**config.mk**
```make
export PLATFORM = sky130hd
export DESIGN_NAME = fifo_reader
export DESIGN_NICKNAME = d
export VERILOG_FILES = /design/src/rtl/fifo_pkg.sv /design/src/rtl/fifo_rd_skid.sv /design/src/rtl/fifo_reader.sv
export SDC_FILE = /design/constraint.sdc
export NUM_CORES = 1
export LEC_CHECK = 0
export ABC_AREA = 1
export ABC_CLOCK_PERIOD_IN_PS = 5700
export CAP_MARGIN = 20
export CORE_MARGIN = 5
export CORE_UTILIZATION = 51
export CTS_CLUSTER_DIAMETER = 100
export DETAILED_ROUTE_END_ITERATION = 7
export PLACE_DENSITY = 0.86
export SLEW_MARGIN = 20
export SYNTH_ARGS = -nofsm -noshare
export SYNTH_HDL_FRONTEND = slang
export SYNTH_SLANG_ARGS = --single-unit
```
**constraint.sdc**
```tcl
create_clock -name clk -period 5.7 [get_ports clk]
set_input_delay 0.57 -clock clk [delete_from_list [all_inputs] [get_ports clk]]
set_output_delay 0.57 -clock clk [all_outputs]
set_load 0.05 [all_outputs]
```
**src/rtl/fifo_pkg.sv**
```systemverilog
// Shared FIFO definitions used by both the reader and the writer side:
// default widths and the modular pointer-difference helper.
package fifo_pkg;

  localparam int unsigned DATA_W_DEF = 8;
  localparam int unsigned ADDR_W_DEF = 4;

  // (a - b) modulo 2^ptr_w; pointers are zero-extended to 32 bits by the caller.
  function automatic logic [31:0] ptr_diff(input logic [31:0] a, input logic [31:0] b,
                                           input int unsigned ptr_w);
    logic [31:0] mask;
    mask = (ptr_w >= 32) ? '1 : ((32'd1 << ptr_w) - 32'd1);
    return (a - b) & mask;
  endfunction

endpackage

```
**src/rtl/fifo_rd_skid.sv**
```systemverilog
// Two-entry head/skid output buffer for the FIFO reader. Incoming words go to
// head when it is free after this cycle's pop, otherwise to skid. Skid moves
// into head in the same cycle head is popped, so word order is preserved.
module fifo_rd_skid
  import fifo_pkg::*;
#(
  parameter int unsigned DATA_W = DATA_W_DEF
) (
  input  logic              clk,
  input  logic              clr,
  input  logic              in_valid,
  input  logic [DATA_W-1:0] in_data,
  output logic              out_valid,
  output logic [DATA_W-1:0] out_data,
  input  logic              out_ready,
  output logic              skid_valid
);

  logic [DATA_W-1:0] head_d, head_q, skid_d, skid_q;
  logic              head_v_d, head_v_q, skid_v_d, skid_v_q;
  logic              pop;

  // Next-state for head/skid; the reader never sends a word when both are busy.
  always_comb begin
    head_d   = head_q;
    head_v_d = head_v_q;
    skid_d   = skid_q;
    skid_v_d = skid_v_q;
    pop      = head_v_q && out_ready;
    if (pop) begin
      if (skid_v_q) begin
        head_d   = skid_q;
        head_v_d = 1'b1;
        skid_v_d = in_valid;
        if (in_valid) skid_d = in_data;
      end else begin
        head_v_d = in_valid;
        if (in_valid) head_d = in_data;
      end
    end else if (in_valid) begin
      if (!head_v_q) begin
        head_d   = in_data;
        head_v_d = 1'b1;
      end else begin
        skid_d   = in_data;
        skid_v_d = 1'b1;
      end
    end
  end

  // Buffer registers, cleared asynchronously so dout reads zero during reset.
  always_ff @(posedge clk or posedge clr) begin
    if (clr) begin
      head_q   <= '0;
      head_v_q <= 1'b0;
      skid_q   <= '0;
      skid_v_q <= 1'b0;
    end else begin
      head_q   <= head_d;
      head_v_q <= head_v_d;
      skid_q   <= skid_d;
      skid_v_q <= skid_v_d;
    end
  end

  assign out_valid  = head_v_q;
  assign out_data   = head_q;
  assign skid_valid = skid_v_q;

endmodule

```
**src/rtl/fifo_reader.sv**
```systemverilog
// FIFO read side with first-word-fall-through output. Issues storage reads
// while the head/skid buffer plus the in-flight read leaves room, and returns
// its pointer to the writer side.
// Optional feature: define FIFO_RD_ALMOST_EMPTY_EN to add AE_LEVEL and the
// almost_empty output.
module fifo_reader
  import fifo_pkg::*;
#(
  parameter int unsigned DATA_W = DATA_W_DEF,
  parameter int unsigned ADDR_W = ADDR_W_DEF
`ifdef FIFO_RD_ALMOST_EMPTY_EN
  ,
  parameter int unsigned AE_LEVEL = 2
`endif
) (
  input  logic              clk,
  input  logic              clr,
  input  logic [ADDR_W:0]   wr_ptr,
  input  logic [DATA_W-1:0] mem_rdata,
  output logic              rd_en,
  output logic [ADDR_W-1:0] rd_addr,
  output logic [ADDR_W:0]   rd_ptr,
  output logic              empty,
  output logic [ADDR_W:0]   count,
  output logic [DATA_W-1:0] dout,
  input  logic              dout_ready,
  output logic              dout_valid
`ifdef FIFO_RD_ALMOST_EMPTY_EN
  ,
  output logic              almost_empty
`endif
);

  localparam int unsigned PTR_W = ADDR_W + 1;

  logic [PTR_W-1:0] rd_ptr_d, rd_ptr_q;
  logic             inflight_q;
  logic             head_v, skid_v, pop;
  logic [1:0]       occ, occ_after;

  assign empty   = (wr_ptr == rd_ptr_q);
  assign count   = PTR_W'(ptr_diff(32'(wr_ptr), 32'(rd_ptr_q), PTR_W));
  assign rd_ptr  = rd_ptr_q;
  assign rd_addr = rd_ptr_q[ADDR_W-1:0];

  // Read request: room for one more word once this cycle's pop is accounted for.
  always_comb begin
    pop       = head_v && dout_ready;
    occ       = {1'b0, head_v} + {1'b0, skid_v} + {1'b0, inflight_q};
    occ_after = occ - {1'b0, pop};
    rd_en     = !clr && !empty && (occ_after < 2'd2);
    rd_ptr_d  = rd_ptr_q + PTR_W'(rd_en);
  end

  // Pointer and in-flight flag; clr drops any outstanding read.
  always_ff @(posedge clk or posedge clr) begin
    if (clr) begin
      rd_ptr_q   <= '0;
      inflight_q <= 1'b0;
    end else begin
      rd_ptr_q   <= rd_ptr_d;
      inflight_q <= rd_en;
    end
  end

  fifo_rd_skid #(
    .DATA_W (DATA_W)
  ) u_skid (
    .clk        (clk),
    .clr        (clr),
    .in_valid   (inflight_q),
    .in_data    (mem_rdata),
    .out_valid  (head_v),
    .out_data   (dout),
    .out_ready  (dout_ready),
    .skid_valid (skid_v)
  );

  assign dout_valid = head_v;

`ifdef FIFO_RD_ALMOST_EMPTY_EN
  assign almost_empty = clr || (32'(count) <= AE_LEVEL);
`endif

endmodule

```
==> metrics.txt <==
DP Cell Count 242; multi-input logic area 664 µm²; Non-Filler Instances 246; post-cts resize count 0; TritonCTS clock tree done; Mapped Area 0.00144 mm²; post-DP HPWL 2170 µm; Root Driver clkbuf_4; worst-skew pair later-pin latency 320 ps; vias per inst 4.98; die width 63.1 µm; total CTS buffers 3; total routed wirelength 2810 µm; clk sinks 24; Ports 41; postcts setup bufs 0; unrepaired setup endpoints after global routing no; Slew HR 62.6%; Post-Place Worst Slack 1880 ps; WP data required 5130 ps; clock skew 8.10 ps; IO buf count 40; Syn. warnings 0; Placer Congestion 0.715; Mapped Nets 203; Core Region 0.00273 mm²; worst endpoint data arrival time 3250 ps; GRT Util Overall 14.6%; first-pass GRT wire length 4820 µm; DIE AREA 0.00398 mm²; Max FO, Critical Path 13; H-tree depth 1; Cell variety after synth 23; syn avg cell area 8.08 µm²; antenna violations before repair 0; # diodes 0; Worst Max-Slew Pin Slew 561 ps; grt ovf 0; Critical Path Source Type primary input; CP Capture Type output port; status complete, no violations; clk buf depth 2; hold crit path type flop to flop; max_cap viols 0; layout cell share with drive strength beyond 1 9.30%; Iteration-0 DRC Markers 59; Setup TNS 0 ps; Seq. cell area 601 µm²; Seq/Total Area, Yosys 41.8%; Crit Path Category primary input to output port; final hold violation count 0; fillers 218; Finish-stage setup viols 0; largest net degree at the start of global routing 26; Residual DRC 0; antenna viol nets, final 0; Die Ht 63.1 µm; #FFs+latches synth 24; Finished Cell Area 0.00187 mm²; Tcrit/Tclk final 67.0%; highest clock rate 262 MHz; PnR worst setup slack 1880 ps; vias in the first global route 1109; Layout area overhead 30.0%; Row Count 19; fin nets 241; hold_buf cts 0; min cycle time layout 3820 ps; Initial Util 52.6%; vias 1224; dpl cell area 0.00182 mm²; clk slew on worst S/H paths 140 ps; Final Max Slew Viols 0; Avg WL per Cell 11.4 µm; Mapped Cells 178; 1st-pass router iterations 4
==> kinds of logic (layout without fill, tap and decap cells) <==
| logic type | Yosys count | after routing | synth area share [%] |
|---|---|---|---|
| flops | 24 | 24 | 41.8 |
| simple gates | 93 | 93 | 29.2 |
| compound gates | 12 | 12 | 6.27 |
| xor+xnor | 4 | 4 | 2.44 |
| buf+inv | 36 | 73 | 12.0 |
| fa+ha+maj | 9 | 9 | 8.36 |
==> path summary, 6_finish.rpt <==
path | endpoint | from | cells after the start | slack [ps]
min in group asynchronous | u_skid.out_data[1]$_DFFE_PP0P_ | clr | 3 | 570
worst max-delay path | rd_en | dout_ready | 12 | 1880
worst min register to register | u_skid.out_data[3]$_DFFE_PP0P_ | u_skid.out_data[3]$_DFFE_PP0P_ | 2 | 500
max in group asynchronous | u_skid.skid_q[7]$_DFFE_PP0P_ | clr | 3 | 4890
worst max register to register | rd_ptr[4]$_DFF_PP0_ | u_skid.out_valid$_DFFE_PP0P_ | 14 | 3140
worst min-delay path | u_skid.out_data[3]$_DFFE_PP0P_ | u_skid.out_data[3]$_DFFE_PP0P_ | 2 | 500
==> metal layers <==
layer / GRT usage, % / vias to the layer above / part of all wire [%]
li1: - / 625 / -
met2: 23.6 / 37 / 50
met1: 19.2 / 560 / 44
met3: 3.20 / 2 / 6.0
met5: 0 / - / 0
met4: 5.31 / 0 / 0.64
==> critical path, stage by stage <==
cell and delay (ps):
clkdlybuf4s50_1 770, nand2_1 90, inv_1 90, ha_1 230, inv_1 60, ha_1 220
nand2_1 80, nand2_1 50, nand2_1 50, nand2_1 40, nor2_1 170, clkdlybuf4s50_1 830
==> placed cells by master (no fill, tap or decap), types with 3 or more instances in the layout <==
cell type	n
nand2_1	69
clkdlybuf4s50_1	40
inv_1	27
dfrtp_1	24
nand4_1	8
ha_1	8
o21ai_2	7
nand3_1	6
nand2_2	3
xor2_1	3
clkbuf_4	3
==> state kept, by name, summed over array words and instances (netlist names) <==
signal,flops
u_skid.skid_valid,1
rd_ptr,5
u_skid.out_data,8
u_skid.skid_q,8
inflight_q,1
u_skid.out_valid,1
==> layout make-up <==
class	instances	area share [%]
flip-flops and latches	24	32.1
repair buffers	41	21.8
multi-input cells	118	35.5
well taps	31	2.07
clock buffers	3	1.20
inverters	28	5.62
clock inverters	1	1.61
==> Yosys cell counts (all sizes together) <==
cell type	n	area, µm²
fa	1	20.0
a21oi	3	18.8
o21ai	9	71.3
nand2	72	278
inv	28	105
nand3b	2	15.0
nand3	8	57.6
buf	8	67.6
xor2	3	26.3
dfrtp	24	601
xnor2	1	8.76
nand4	8	50.1
ha	8	100
nor2	3	18.8
==> through the flow <==
stage | utilization, % | hold slack (ps)
3_5_place_dp | 66.5 | 469
2_1_floorplan | - | 455
3_3_place_gp | 66.5 | 467
4_1_cts | 68.4 | 503
6_report | 68.4 | 499
5_1_grt | 68.4 | 527
Power is not shown: default switching activity piles up to over one toggle a cycle in this logic, so the estimate is an artifact.
